<file path="src/rtl/int32_issue_arbiter.sv">
// Round-robin issue arbiter sharing one int32 core among NUM_REQ requesters, with a tagged response FIFO and a halt/drain handshake.
// Define INT32_ARB_PERF_EN to add saturating perf counters (perf_issued, perf_credit_stall, perf_err).
module int32_issue_arbiter #(
   parameter int NUM_REQ      = 4,
   parameter int DATA_WIDTH   = 32,
   parameter int OPCODE_WIDTH = 8,
   parameter int TAG_WIDTH    = 5,
   parameter int RSP_DEPTH    = 4,
   localparam int ID_W        = $clog2(NUM_REQ)
) (
   input  logic                              clk,
   input  logic                              rst,
   input  logic [NUM_REQ-1:0]                req_valid,
   output logic [NUM_REQ-1:0]                req_ready,
   input  logic [NUM_REQ*OPCODE_WIDTH-1:0]   req_opcode,
   input  logic [NUM_REQ*DATA_WIDTH-1:0]     req_operand_a,
   input  logic [NUM_REQ*DATA_WIDTH-1:0]     req_operand_b,
   input  logic [NUM_REQ-1:0]                req_use_imm,
   input  logic [NUM_REQ*DATA_WIDTH-1:0]     req_imm,
   input  logic [NUM_REQ*TAG_WIDTH-1:0]      req_tag,
   output logic                              core_valid_instruction,
   output logic [OPCODE_WIDTH-1:0]           core_opcode,
   output logic [DATA_WIDTH-1:0]             core_operand_a,
   output logic [DATA_WIDTH-1:0]             core_operand_b,
   output logic                              core_use_immediate,
   output logic [DATA_WIDTH-1:0]             core_immediate_value,
   input  logic                              core_result_valid,
   input  logic [DATA_WIDTH-1:0]             core_result_out,
   input  logic                              core_carry_out,
   input  logic                              core_overflow_out,
   output logic                              rsp_valid,
   input  logic                              rsp_ready,
   output logic [ID_W-1:0]                   rsp_id,
   output logic [TAG_WIDTH-1:0]              rsp_tag,
   output logic [DATA_WIDTH-1:0]             rsp_data,
   output logic                              rsp_carry,
   output logic                              rsp_overflow,
   output logic                              rsp_err,
   input  logic                              halt_req,
   output logic                              halt_ack
`ifdef INT32_ARB_PERF_EN
  ,output logic [31:0]                       perf_issued,
   output logic [31:0]                       perf_credit_stall,
   output logic [31:0]                       perf_err
`endif
);

   localparam int AW    = $clog2(RSP_DEPTH);
   localparam int CNT_W = AW + 1;

   typedef enum logic [1:0] {
      ST_RUN    = 2'd0,
      ST_DRAIN  = 2'd1,
      ST_HALTED = 2'd2
   } state_t;

   typedef struct packed {
      logic [ID_W-1:0]       id;
      logic [TAG_WIDTH-1:0]  tag;
      logic [DATA_WIDTH-1:0] data;
      logic                  carry;
      logic                  overflow;
      logic                  err;
   } rsp_t;

   state_t                state;
   logic [ID_W-1:0]       rr_ptr;
   logic [ID_W-1:0]       winner;
   logic [ID_W-1:0]       scan_idx;
   logic                  grant_found;
   logic                  credit_ok;
   logic                  issue;
   int                    win_i;
   logic [CNT_W:0]        credit_sum;

   logic                  inflight_valid;
   logic [ID_W-1:0]       inflight_id;
   logic [TAG_WIDTH-1:0]  inflight_tag;

   rsp_t                  mem [RSP_DEPTH];
   logic [AW-1:0]         wr_ptr;
   logic [AW-1:0]         rd_ptr;
   logic [CNT_W-1:0]      fifo_count;
   rsp_t                  push_entry;
   rsp_t                  head;
   rsp_t                  last_rsp;
   rsp_t                  shown;
   logic                  push;
   logic                  pop;

   // The in-flight op already owns a FIFO slot, so it counts against credit.
   assign credit_sum = {1'b0, fifo_count} + (CNT_W+1)'(inflight_valid);
   assign credit_ok  = credit_sum < (CNT_W+1)'(RSP_DEPTH);

   // NOTE: blocking assignments here model combinational flow; scan_idx is rewritten every iteration, so order matters.
   always_comb begin
      grant_found = 1'b0;
      winner      = '0;
      scan_idx    = rr_ptr;
      for (int k = 0; k < NUM_REQ; k++) begin
         if (!grant_found && req_valid[scan_idx]) begin
            grant_found = 1'b1;
            winner      = scan_idx;
         end
         scan_idx = (scan_idx == ID_W'(NUM_REQ-1)) ? '0 : scan_idx + 1'b1;
      end
   end

   assign issue = rst && (state == ST_RUN) && credit_ok && grant_found;
   assign win_i = int'(winner);

   always_comb begin
      req_ready              = '0;
      core_valid_instruction = 1'b0;
      core_opcode            = '0;
      core_operand_a         = '0;
      core_operand_b         = '0;
      core_use_immediate     = 1'b0;
      core_immediate_value   = '0;
      if (issue) begin
         req_ready[winner]      = 1'b1;
         core_valid_instruction = 1'b1;
         core_opcode            = req_opcode[win_i*OPCODE_WIDTH +: OPCODE_WIDTH];
         core_operand_a         = req_operand_a[win_i*DATA_WIDTH +: DATA_WIDTH];
         core_operand_b         = req_operand_b[win_i*DATA_WIDTH +: DATA_WIDTH];
         core_use_immediate     = req_use_imm[winner];
         core_immediate_value   = req_imm[win_i*DATA_WIDTH +: DATA_WIDTH];
      end
   end

   assign push = inflight_valid;
   assign pop  = rsp_valid && rsp_ready;

   always_comb begin
      push_entry     = '0;
      push_entry.id  = inflight_id;
      push_entry.tag = inflight_tag;
      if (core_result_valid) begin
         push_entry.data     = core_result_out;
         push_entry.carry    = core_carry_out;
         push_entry.overflow = core_overflow_out;
      end else begin
         push_entry.err = 1'b1;
      end
   end

   // NOTE: storage is left unreset; fifo_count gates visibility and last_rsp supplies the reset-time outputs.
   always_ff @(posedge clk) begin
      if (push) mem[wr_ptr] <= push_entry;
   end

   assign head      = mem[rd_ptr];
   assign rsp_valid = (fifo_count != '0);
   assign shown     = rsp_valid ? head : last_rsp;

   assign rsp_id       = shown.id;
   assign rsp_tag      = shown.tag;
   assign rsp_data     = shown.data;
   assign rsp_carry    = shown.carry;
   assign rsp_overflow = shown.overflow;
   assign rsp_err      = shown.err;

   // NOTE: all state registers use non-blocking assignments so every flop samples pre-edge values.
   always_ff @(posedge clk) begin
      if (!rst) begin
         wr_ptr         <= '0;
         rd_ptr         <= '0;
         fifo_count     <= '0;
         last_rsp       <= '0;
         inflight_valid <= 1'b0;
         inflight_id    <= '0;
         inflight_tag   <= '0;
         rr_ptr         <= '0;
      end else begin
         if (push) wr_ptr <= wr_ptr + 1'b1;
         if (pop) begin
            rd_ptr   <= rd_ptr + 1'b1;
            last_rsp <= head;
         end
         case ({push, pop})
            2'b10:   fifo_count <= fifo_count + 1'b1;
            2'b01:   fifo_count <= fifo_count - 1'b1;
            default: fifo_count <= fifo_count;
         endcase
         inflight_valid <= issue;
         if (issue) begin
            inflight_id  <= winner;
            inflight_tag <= req_tag[win_i*TAG_WIDTH +: TAG_WIDTH];
            rr_ptr       <= (winner == ID_W'(NUM_REQ-1)) ? '0 : winner + 1'b1;
         end
      end
   end

   always_ff @(posedge clk) begin
      if (!rst) begin
         state    <= ST_RUN;
         halt_ack <= 1'b0;
      end else begin
         case (state)
            ST_RUN: begin
               if (halt_req) state <= ST_DRAIN;
            end
            ST_DRAIN: begin
               if (!halt_req) begin
                  state <= ST_RUN;
               end else if (!inflight_valid && fifo_count == '0) begin
                  state    <= ST_HALTED;
                  halt_ack <= 1'b1;
               end
            end
            ST_HALTED: begin
               if (!halt_req) begin
                  state    <= ST_RUN;
                  halt_ack <= 1'b0;
               end
            end
            default: begin
               state    <= ST_RUN;
               halt_ack <= 1'b0;
            end
         endcase
      end
   end

`ifdef INT32_ARB_PERF_EN
   always_ff @(posedge clk) begin
      if (!rst) begin
         perf_issued       <= '0;
         perf_credit_stall <= '0;
         perf_err          <= '0;
      end else begin
         if (issue && perf_issued != '1)
            perf_issued <= perf_issued + 32'd1;
         if ((|req_valid) && state == ST_RUN && !credit_ok && perf_credit_stall != '1)
            perf_credit_stall <= perf_credit_stall + 32'd1;
         if (push && !core_result_valid && perf_err != '1)
            perf_err <= perf_err + 32'd1;
      end
   end
`endif

endmodule

</file>
<file path="config.mk">
export PLATFORM = sky130hd
export DESIGN_NAME = int32_issue_arbiter
export DESIGN_NICKNAME = d
export VERILOG_FILES = /design/src/rtl/int32_issue_arbiter.sv
export SDC_FILE = /design/constraint.sdc
export NUM_CORES = 1
export LEC_CHECK = 0
export ABC_AREA = 1
export CAP_MARGIN = 40
export CORE_AREA = 2 2 247 249
export DETAILED_ROUTE_END_ITERATION = 8
export DIE_AREA = 0 0 249 251
export HOLD_SLACK_MARGIN = 0.05
export PLACE_DENSITY_LB_ADDON = 0.08
export SLEW_MARGIN = 40
export SYNTH_ARGS = -nofsm -noshare
export SYNTH_HDL_FRONTEND = slang
export SYNTH_SLANG_ARGS = --single-unit
</file>
<file path="constraint.sdc">
create_clock -name clk -period 4.9 [get_ports clk]
set_clock_uncertainty 0.15 [all_clocks]
set_input_delay 0.735 -clock clk [delete_from_list [all_inputs] [get_ports clk]]
set_output_delay 0.735 -clock clk [all_outputs]
set_load 0.005 [all_outputs]
</file>
==> run metrics <==
r2r worst-path depth=15; # clock sinks=232; fillcell total=6311; Hold Path Origin=halt_ack; Final Setup Violations=0; clock root cell=clkbuf_16; Pre-Repair DR Iteration Count=9; post-DR wirelength/cell=22.2 um; worst slew pin tran=719 ps; fin nets=2936; Slew HR=52.1%; standard-cell row count=90; vias per cell=4.61; RSZ-0062 raised after global routing=false; final wirelength=72400 um; Mapped Area=13900 um2; Arrival @ worst endpoint=3770 ps; Unique masters post-synth=37; Worst Hold Margin=301 ps; die width=249 um; sequential element share of the synthesized area=45.5%; fraction of layout cells with a size suffix above 1=4.72%; worst hold-check path type=reg -> reg; final core occ=36.8%; Peak Freq=215 MHz; CP startpoint=rr_ptr[0]; grt ovf=0; Max IR drop VDD=0.000525 V; number of flops mapped to enable cells by yosys=168; CP required=4010 ps; Num CTS Buffers=25; number of remaining DRC errors=0; period utilization=95.0%; post-route minimum period=4650 ps; total power=15.7 mW; fin. max-slew vios=0; Startpoint Class=flop; Clock Tree Buf Depth=3; Yosys warnings=0; P per Cell Area=713 nW/um2; Async SR Flop Fraction=0%; Leak=9.01 nW; endpoint class of the critical path=output pin; gr usage total=22.2%; Starting Density=23.2%; Iter 0 DRT Violations=917; placed cell area=21100 um2; vias in the first global route=14751; Die H=251 um; DRT antenna net count=0; Vias=14996; hold path depth=2; Clock Pin Slew Worst Setup and Hold Paths=60 ps; syn nets=2365; max_cap viols=0; Detail Placement HPWL=55300 um; Mean Syn Cell Area=7.43 um2; routability congestion estimate=0.961; FF-to-FF Start=rr_ptr[0]; largest net degree at the start of global routing=91; critical path fanouts, max=65; Post-Syn Instances=1871; Final TNS setup=0 ps; status=completed; Worst-Skew Late Latency=520 ps; Top-Level Pins=637; Setup CP Type=reg -> out; Top FF cell, synth=edfxtp_1; endpoints failing hold=0; Core ar.=59800 um2; Area Growth Syn to Fin=58.3%; IO Port Bufs=636; H-Tree Depth=1; #FFs+latches synth=232; post-route cell area=22000 um2; die area=62500 um2; initial antenna violation count=22; first-pass GRT wire length=103000 um; TritonCTS clock tree=yes
-- path summary, 6_finish.rpt --
check	endpoint	slack [ps]
worst max-delay path	core_immediate_value[12]	250
worst min-delay path	halt_ack	300
worst min register to register	halt_ack	300
worst max register to register	inflight_tag[1]	1900
-- cells in the mapped netlist (5+ instances only) --
cell type,instances,area [um2]
a21oi_1,97,485
buf_1,6,22.5
buf_2,35,175
buf_6,5,56.3
clkbuf_1,87,327
dfxtp_1,64,1280
edfxtp_1,168,5040
ha_1,10,125
inv_1,197,739
inv_2,7,26.3
nand2_1,406,1520
nand3_1,56,280
nand4_1,44,275
nor2_1,248,931
o211ai_1,64,480
o21ai_0,186,931
o21ai_1,56,280
o22ai_1,42,263
or2_0,6,37.5
or2_1,58,363
-- metal layers --
| metal | track usage, % | routed length (um) | share of wire (%) | up-vias |
|---|---|---|---|---|
| met2 | 40.3 | 37100 | 51 | 494 |
| met5 | 0 | 13 | 0.018 | - |
| met1 | 27.0 | 29600 | 41 | 7073 |
| met4 | 4.42 | 1030 | 1.4 | 2 |
| li1 | - | - | - | 7362 |
| met3 | 4.75 | 4620 | 6.4 | 65 |
-- cell families after synthesis --
logic type | count (synthesis) | synth area share [%]
adders and majority gates | 11 | 1.04
DFF | 232 | 45.5
xor gates and xnor gates | 1 | 0.0630
AOI/OAI and AO/OA | 450 | 17.9
buffers and inverters | 344 | 10.0
and+or+nand+nor | 833 | 25.5
-- where the power goes --
| part | switching (mW) | internal (mW) | total, mW |
|---|---|---|---|
| clock | 0.723 | 1.07 | 1.79 |
| combinational | 6.50 | 4.62 | 11.1 |
| sequential | 0.194 | 2.60 | 2.79 |
| total | 7.41 | 8.28 | 15.7 |
-- registers in the layout, indices dropped and copies added, names as in the netlist, named ones only --
signal and flops:
rr_ptr 2, state 2, mem 168, halt_ack 1
fifo_count 3, inflight_valid 1, wr_ptr 2, inflight_id 2
inflight_tag 5, last_rsp 42, rd_ptr 2
-- repair_timing --
action / 4_1_cts / 5_1_grt
setup endpoints to repair: 0 / 16
hold buffers: 0 / 0
setup buffers: 0 / 4
hold endpoints to repair: 0 / 0
gates resized for setup: 0 / 3
-- through the flow --
| stage | instances | setup slack, ps |
|---|---|---|
| 2_1_floorplan | 1871 | 1700 |
| 3_3_place_gp | 3193 | 325 |
| 3_5_place_dp | 3193 | 312 |
| 4_1_cts | 3238 | 148 |
| 5_1_grt | 3249 | 43.8 |
| 6_report | 3255 | 246 |
-- worst max-delay path, stage by stage, from the launching register on --
cell	delay, ps
dfxtp_1	370
ha_1	450
inv_2	120
nand2_1	80
nand2_1	50
nand2_1	60
nand2_1	130
o21ai_1	310
nand2_1	150
o21ai_4	150
nand2_2	100
buf_12	200
nor2_2	280
o21ai_0	140
nand2_1	80
clkdlybuf4s50_1	500
-- final cells by class --
class	count	area (um2)	area share, %
diodes	13	32.5	0.148
clock buffers	40	732	3.33
clock inverters	5	47.5	0.216
inverters	206	778	3.54
multi-input cells	1295	6220	28.3
flip-flops and latches	232	6330	28.8
well taps	782	978	4.45
repair buffers	682	6880	31.3
-- layout by cell type, fill, tap and decap left out, drive strengths merged --
cell,count
clkdlybuf4s50,632
nand2,409
nor2,251
o21ai,244
inv,205
edfxtp,168
a21oi,97
o211ai,64
dfxtp,64
or2,64
nand3,60
buf,50
nand4,45
o22ai,42
clkbuf,40
diode,13
ha,10
clkinv,5
nand3b,2
a31oi,2
nor3,2
o21a,1
xor2,1
fa,1
bufinv,1
No activity file was read; power rests on OpenSTA's default activity.
